`src/rtl/nibble_serial_adder16.sv`:
```
`default_nettype none
// ============================================================================
// nibble_serial_adder16 : (a+b+cin) computed one nibble per cycle through a
//                         single 4-bit full adder
// Revision: 1.0
// ============================================================================

module fa4 (
   input  logic [3:0] A,
   input  logic [3:0] B,
   input  logic       Cin,
   output logic [3:0] S,
   output logic       Cout
);
   assign {Cout, S} = {1'b0, A} + {1'b0, B} + {4'b0000, Cin};
endmodule

module nibble_serial_adder16 #(
   parameter int N_NIB = 4
) (
   input  logic                 clk,
   input  logic                 rst,
   input  logic                 start,
   input  logic [4*N_NIB-1:0]   a,
   input  logic [4*N_NIB-1:0]   b,
   input  logic                 cin,
   output logic                 busy,
   output logic                 done,
   output logic [4*N_NIB-1:0]   sum,
   output logic                 cout
);
   localparam int W     = 4 * N_NIB;
   localparam int IDX_W = (N_NIB > 1) ? $clog2(N_NIB) : 1;

   localparam logic [1:0] IDLE = 2'd0;
   localparam logic [1:0] RUN  = 2'd1;
   localparam logic [1:0] DONE = 2'd2;

   logic [1:0]       state;
   logic [1:0]       state_next;
   logic [IDX_W-1:0] idx;
   logic             carry;
   logic [W-1:0]     op_a;
   logic [W-1:0]     op_b;
   logic [W-1:0]     psum;
   logic [W-1:0]     psum_next;
   logic [3:0]       nib_a;
   logic [3:0]       nib_b;
   logic [3:0]       fa_s;
   logic             fa_cout;
   logic             last_nib;

   assign last_nib = (idx == IDX_W'(N_NIB - 1));

   // Nibble select and partial-sum merge use constant slices per nibble.
   always_comb begin
      nib_a     = 4'h0;
      nib_b     = 4'h0;
      psum_next = psum;
      for (int n = 0; n < N_NIB; n++) begin
         if (idx == IDX_W'(n)) begin
            nib_a                = op_a[4*n +: 4];
            nib_b                = op_b[4*n +: 4];
            psum_next[4*n +: 4]  = fa_s;
         end
      end
   end

   fa4 u_fa4 (
      .A    (nib_a),
      .B    (nib_b),
      .Cin  (carry),
      .S    (fa_s),
      .Cout (fa_cout)
   );

   always_ff @(posedge clk) begin
      if (rst) begin
         state <= IDLE;
      end else begin
         state <= state_next;
      end
   end

   always_comb begin
      state_next = state;
      case (state)
         IDLE:    if (start) state_next = RUN;
         RUN:     if (last_nib) state_next = DONE;
         DONE:    state_next = IDLE;
         default: state_next = IDLE;
      endcase
   end

   always_comb begin
      busy = (state == RUN) || (state == DONE);
      done = (state == DONE);
   end

   always_ff @(posedge clk) begin
      if (rst) begin
         idx   <= '0;
         carry <= 1'b0;
         op_a  <= '0;
         op_b  <= '0;
         psum  <= '0;
         sum   <= '0;
         cout  <= 1'b0;
      end else begin
         case (state)
            IDLE: begin
               if (start) begin
                  op_a  <= a;
                  op_b  <= b;
                  carry <= cin;
                  idx   <= '0;
               end
            end
            RUN: begin
               psum  <= psum_next;
               carry <= fa_cout;
               idx   <= idx + 1'b1;
               // Published result changes only when the last nibble lands.
               if (last_nib) begin
                  sum  <= psum_next;
                  cout <= fa_cout;
               end
            end
            default: ;
         endcase
      end
   end
endmodule

`default_nettype wire

```
`config.mk`:
```
export PLATFORM = sky130hd
export DESIGN_NAME = nibble_serial_adder16
export DESIGN_NICKNAME = d
export VERILOG_FILES = /design/src/rtl/nibble_serial_adder16.sv
export SDC_FILE = /design/constraint.sdc
export NUM_CORES = 1
export LEC_CHECK = 0
export BUFFER_PORTS_ARGS = -buffer_cell sky130_fd_sc_hd__buf_2
export CORE_MARGIN = 3
export CORE_UTILIZATION = 35
export DETAILED_ROUTE_END_ITERATION = 16
export PLACE_DENSITY = 0.62
export RECOVER_POWER = 100
export SKIP_LAST_GASP = 1
export SYNTH_ARGS = -nofsm -noshare
export SYNTH_HDL_FRONTEND = slang
export SYNTH_HIERARCHICAL = 1
export SYNTH_SLANG_ARGS = --single-unit
export TNS_END_PERCENT = 50
```
`constraint.sdc`:
```
create_clock -name clk -period 3.55 [get_ports clk]
set_clock_uncertainty 0.15 [all_clocks]
set_input_delay 0.5325 -clock clk [delete_from_list [all_inputs] [get_ports clk]]
set_output_delay 0.5325 -clock clk [all_outputs]
set_load 0.02 [all_outputs]
```
; ---- After elaboration in Yosys (flattened, before gate mapping)
; Cells that the tools add are included.
[op_classes]
n_addsub = 3
n_eq_ne = 7
mux = 19
n_reduce_logical = 8
[ops]
columns = op, n
row1 = two-way mux 4 bit, 12
row2 = one-hot mux 2 bit (2 select lines), 2
row3 = AND reduction 2 bit, 4
row4 = "equality test 2 bit, second input constant", 3
row5 = two-way mux 2 bit, 3
row6 = adder 4 x 4 -> 5 bit, 1
row7 = adder 5 x 1 -> 5 bit, 1
row8 = "equality test 2 x 1 -> 1 bit, second input constant", 2
row9 = logical NOT 2 bit, 2
row10 = "inequality test 2 bit, second input constant", 2
row11 = "adder 2 x 1 -> 2 bit, second input constant", 1
row12 = one-hot mux 1 bit (2 select lines), 1
row13 = nonzero test 2 bit, 1
row14 = logical OR 1 bit, 1
row15 = two-way mux 1 bit, 1
[word_totals]
register_bits = 70
in_bits = 36
out_inout_bits = 19
word_cells = 45

; ---- Depth between registers and ports, before layout
[depth]
ltp_word = 8
ltp_mapped = 15
ltp_nobuf = 13

; ---- Modules after synthesis
; Netlist, hierarchy kept.
[by_module_without_submodules]
columns = mod, instances, cells_per_inst, area_per_inst_um2, seq_area_each_um2
row1 = nibble_serial_adder16, 1, 347, 2871.5, 1321.3
row2 = fa4, 1, 16, 143.9, 0.0

; ---- Worst setup path before layout
; No wires, ideal clock.
[synth_timing]
kind = flip-flop to flip-flop
from = reg idx[0]
to = reg sum[10]
setup_time_ps = 86
t_arrival_ps = 2707
required_time_ps = 3314
path_slack_ps = 608
path_stages_with_launch = 13
n_path_buf = 2
synth_period_minus_slack_ps = 2942
cell_sequence = dfxtp_1 inv_1 ha_1 buf_2 clkbuf_1 nor2b_1 o31ai_1 fa_1 inv_1 fa_1 xnor2_1 mux2i_1 a211oi_1
[synth_via]
elab_chain_len = 8
word_cells_on_any_way = 16
classes_between = add/sub: 2 / eq/ne: 3 / mux: 9 / reduce/logical: 2
[synth_rtl]
columns = item, line
row1 = from (decl), 41  ; logic [IDX_W-1:0] idx;
row2 = from (signal assigned), 122  ; idx <= idx + 1'b1;
row3 = logical NOT 2 bit, 61  ; if (idx == IDX_W'(n)) begin
row4 = two-way mux 4 bit (3 in a row), 61
row5 = two-way mux 4 bit *, 61
row6 = via nib_a[0], 47  ; logic [3:0] nib_a;
row7 = adder 4 x 4 -> 5 bit *, 15  ; assign {Cout, S} = {1'b0, A} + {1'b0, B} + {4'b0000, Cin};
row8 = adder 5 x 1 -> 5 bit *, 15
row9 = via fa_s[2], 49  ; logic [3:0] fa_s;
row10 = two-way mux 4 bit *, 61
row11 = to (signal assigned), 125  ; sum <= psum_next;
row12 = to (decl), 29  ; output logic [4*N_NIB-1:0] sum,
; Mark *: on every way through the listed nets, which the timed path passes. The rest lies on a longest branch.
; A chain may end at the register's enable or synchronous reset.

; ---- Worst setup path after layout
[layout_timing]
from = reg idx[1]
to = reg carry
[layout_via]
elab_chain_len = 8
word_cells_on_any_way = 15
classes_between = add/sub: 2 / eq/ne: 3 / mux: 9 / reduce/logical: 1
[layout_rtl]
columns = item, line
row1 = logical NOT 2 bit, 61
row2 = two-way mux 4 bit (3 in a row), 61
row3 = two-way mux 4 bit *, 61
row4 = via nib_a[0], 47
row5 = adder 4 x 4 -> 5 bit *, 15
row6 = adder 5 x 1 -> 5 bit *, 15
row7 = via fa_cout, 50  ; logic fa_cout;
row8 = one-hot mux 1 bit (2 select lines) *, 110  ; case (state)
row9 = to (signal assigned), 115  ; carry <= cin;
row10 = to (signal assigned), 121  ; carry <= fa_cout;
row11 = to (decl), 42  ; logic carry;
; Marked as above.

==> key figures <==
Run status
  – Status: finished, final reports clean

Floorplanning
  – Die X: between 90 and 100 um
  – Core Area: roughly 8300 sq um
  – I/O pin count: 55
  – Die area: between 9000 and 10000 sq um
  – Die Ht: 98.8 um
  – Row Count: 33
  – Initial Utilization: 0.363

Layout
  – Layout area overhead: 13.8%
  – Layout cell share with drive strength beyond 1: 0.150
  – Utilization after layout: 0.414
  – Final instance area: about 3400 sq um
  – # nets final: roughly 460
  – Storage element area: about 1300 sq um
  – Footprint of the multi-input gates: about 1500 sq um
  – Diode count: 0
  – Fill count: approximately 870

Yosys
  – Synth unique cells: 30
  – Ys Warns: 6
  – Syn_nets: about 410
  – EDFF count, synth: 0
  – Mapped Area: just over 3000 sq um
  – Area share of the largest cell type after synthesis: 0.438
  – Register area share after synthesis: 0.438
  – Top post-synthesis cells by area: dfxtp_1 (44%), nand2_1 (12%), a21oi_1 (7.6%)
  – Flops & latches, synth: 66
  – Mean Syn Cell Area: about 8.3 sq um
  – Syn Inst Count: 363
  – Most frequent cell after synthesis: nand2_1
  – Synth area leader: dfxtp_1
  – Synth cell count leaders: nand2_1 (100), dfxtp_1 (66), a21oi_1 (46)
  – Fraction of registers with async set/reset: 0
  – Ys flop type: dfxtp_1

Placement
  – Area of placed instances: approximately 3300 sq um
  – Port bufs: 54
  – Post-place setup slack: roughly 0.38 ns
  – Placer congestion estimate: 0.779
  – Post-detail-place hpwl: 4.80 mm

Clocking
  – H-tree levels: 3
  – Clock transition at path regs: roughly 0.07 ns
  – CTS tree: yes
  – Clock root buffer: clkbuf_8
  – Total CTS buffers: 9
  – Clk sinks: 66
  – Clock latency on the worst-skew pair: between 0.3 and 0.4 ns
  – Hold-fix buffers, CTS: 0
  – Post-CTS setup buffer count: 0
  – PostCTS Resize Cnt: 0
  – CTS Buffer Depth: 2

Hold path
  – Min-delay src: a[5]
  – Hold Path Class: in -> reg
  – Hold path depth: 3
  – WHS Endpoint: op_a[5]

STA
  – Final setup fails: 0
  – Worst setup margin: ~0.38 ns
  – Setup TNS: 0 ns
  – Fin crit period: between 3 and 4 ns
  – Final Hold Fails: 0
  – Max frequency: between 300 and 400 MHz
  – Tcrit/Tclk final: 0.892
  – Worst rel slew slack: 0.0181
  – RSZ-0062 raised after global routing: no
  – Slew Viols, Final: 0
  – Measured slew at the worst slew-check pin: 1.47 ns

Global routing
  – Met2 global-route usage: 0.206
  – Largest net degree at the start of global routing: 35
  – Congestion Overflow GR: 0
  – GR Util met1: 0.201
  – Vias in the first global route: 2386
  – Initial antenna violation count: 0
  – Global-route usage over all layers: 0.144
  – Met3 Resource Use GR: 0.0418
  – GRT busiest layer: met2
  – First-pass GRT wire length: 11.4 mm

Route
  – DR pass1 iterations: 4
  – Post-DRT Antenna Nets: 0
  – Routed len/inst: 13.1 um
  – Starting DRT DRC Count: ~150
  – Final WL: around 6.7 mm
  – DRC errors left: 0
  – Routed vias: 2492
  – Via density: approximately 4.8

Worst setup path
  – CP cell instances: inv_1, ha_1, nor2b_4, a221oi_1, o31ai_1, fa_1, inv_1, fa_1, nor2b_1, o21ai_0, nand2b_1, nor3b_1, a2111oi_2
  – CP Launch Type: flip-flop
  – CP Capture Type: flip-flop
  – CP required: ~3.6 ns
  – Crit-path max cell delay: around 0.40 ns
  – Critical path class: reg -> reg
  – Largest fanout on the critical path: 10
  – Crit path arrival time: roughly 3.3 ns
  – Endpoint of the worst-slack reg-to-reg timing path: carry
  – CP max-delay cell: fa_1
  – Reg2Reg Setup Slack: around 0.38 ns
  – Worst reg2reg path depth: 13
  – Reg-to-Reg Start: idx[1]

Pwr
  – Total Power: ~1.6 mW
  – Leak: approximately 1.3 nW
  – Pwr/cell area: between 400 and 500 nW/um^2
  – Worst VDD drop: between 0.15 and 0.2 mV

Run
  – Max-cap violations: 0
## critical path: cells and delay by family, from the launching register on
family	cells	cell delay (ns)
AOI/OAI and AO/OA	4	0.88
adders and majority gates	3	0.99
buffers and inverters	2	0.14
DFF	1	0.38
and+or+nand+nor	4	0.52
## final cells by class
class | count | area share
clock inverter | 5 | 0.00875
inverter | 10 | 0.0109
tap | 105 | 0.0383
multi-input combinational | 258 | 0.428
clock buffer | 11 | 0.0412
timing repair buffer | 62 | 0.0882
sequential | 66 | 0.385
## layout by cell type (no fill, tap or decap), drive strengths merged
cell / netlist / layout
mux2i: 13 / 13
o21ai: 1 / 1
fa: 2 / 2
a2111oi: 1 / 1
a221oi: 8 / 8
a211oi: 14 / 14
a21o: 1 / 1
dfxtp: 66 / 66
inv: 10 / 10
xnor2: 2 / 2
a32oi: 1 / 1
ha: 10 / 10
clkinvlp: 0 / 2
nand3: 13 / 13
o22ai: 1 / 1
and2: 2 / 2
buf: 17 / 42
nor2b: 10 / 10
clkinv: 0 / 3
clkbuf: 12 / 31
nand2: 100 / 100
nand2b: 3 / 3
a21oi: 53 / 53
o31ai: 8 / 8
nor2: 14 / 14
nor3b: 1 / 1
## sequential cells by signal, indices dropped and copies added (netlist names)
register	flops
carry	1
state	2
psum	12
op_a	16
sum	16
op_b	16
idx	2
cout	1
## kinds of logic (layout without fill, tap and decap cells)
kind of cell / after synthesis / after routing / synth area share
and+or+nand+nor: 143 / 143 / 0.200
xor gates and xnor gates: 2 / 2 / 0.00581
muxes: 13 / 13 / 0.0432
DFF: 66 / 66 / 0.438
adders and majority gates: 12 / 12 / 0.0548
buffers and inverters: 39 / 88 / 0.0689
AOI/OAI and AO/OA: 88 / 88 / 0.189
## how the worst max path moves through the flow
stage | startpoint | to | slack, ns | depth (start not counted)
finish | idx[1] | carry | 0.38 | 13
global route | idx[1] | sum[3] | 0.09 | 11
CTS | idx[1] | carry | 0.35 | 13
detailed placement | idx[1] | carry | 0.38 | 13
global placement | idx[1] | carry | 0.55 | 13
floorplan | idx[0] | sum[10] | 0.61 | 12
## where the power goes
part           internal [mW]  leakage [nW]  switching, mW
Sequential             0.773         0.538         0.0201
Combinational         0.0892         0.669          0.145
Clock                  0.269        0.0851          0.282
Total                   1.13          1.29          0.447
## layer usage
metal / share of wire / wire [um]
met1: 0.51 / 3450
met2: 0.42 / 2810
met3: 0.055 / 374
met4: 0.016 / 110
met5: 0 / 0
## through the flow
stage               hold slack (ns)  instances
global route                  0.267        517
finish                        0.270        517
global placement              0.290        501
floorplan                     0.286        363
detailed placement            0.294        501
CTS                           0.253        517
Note: power is estimated with default switching activity, not from simulation.
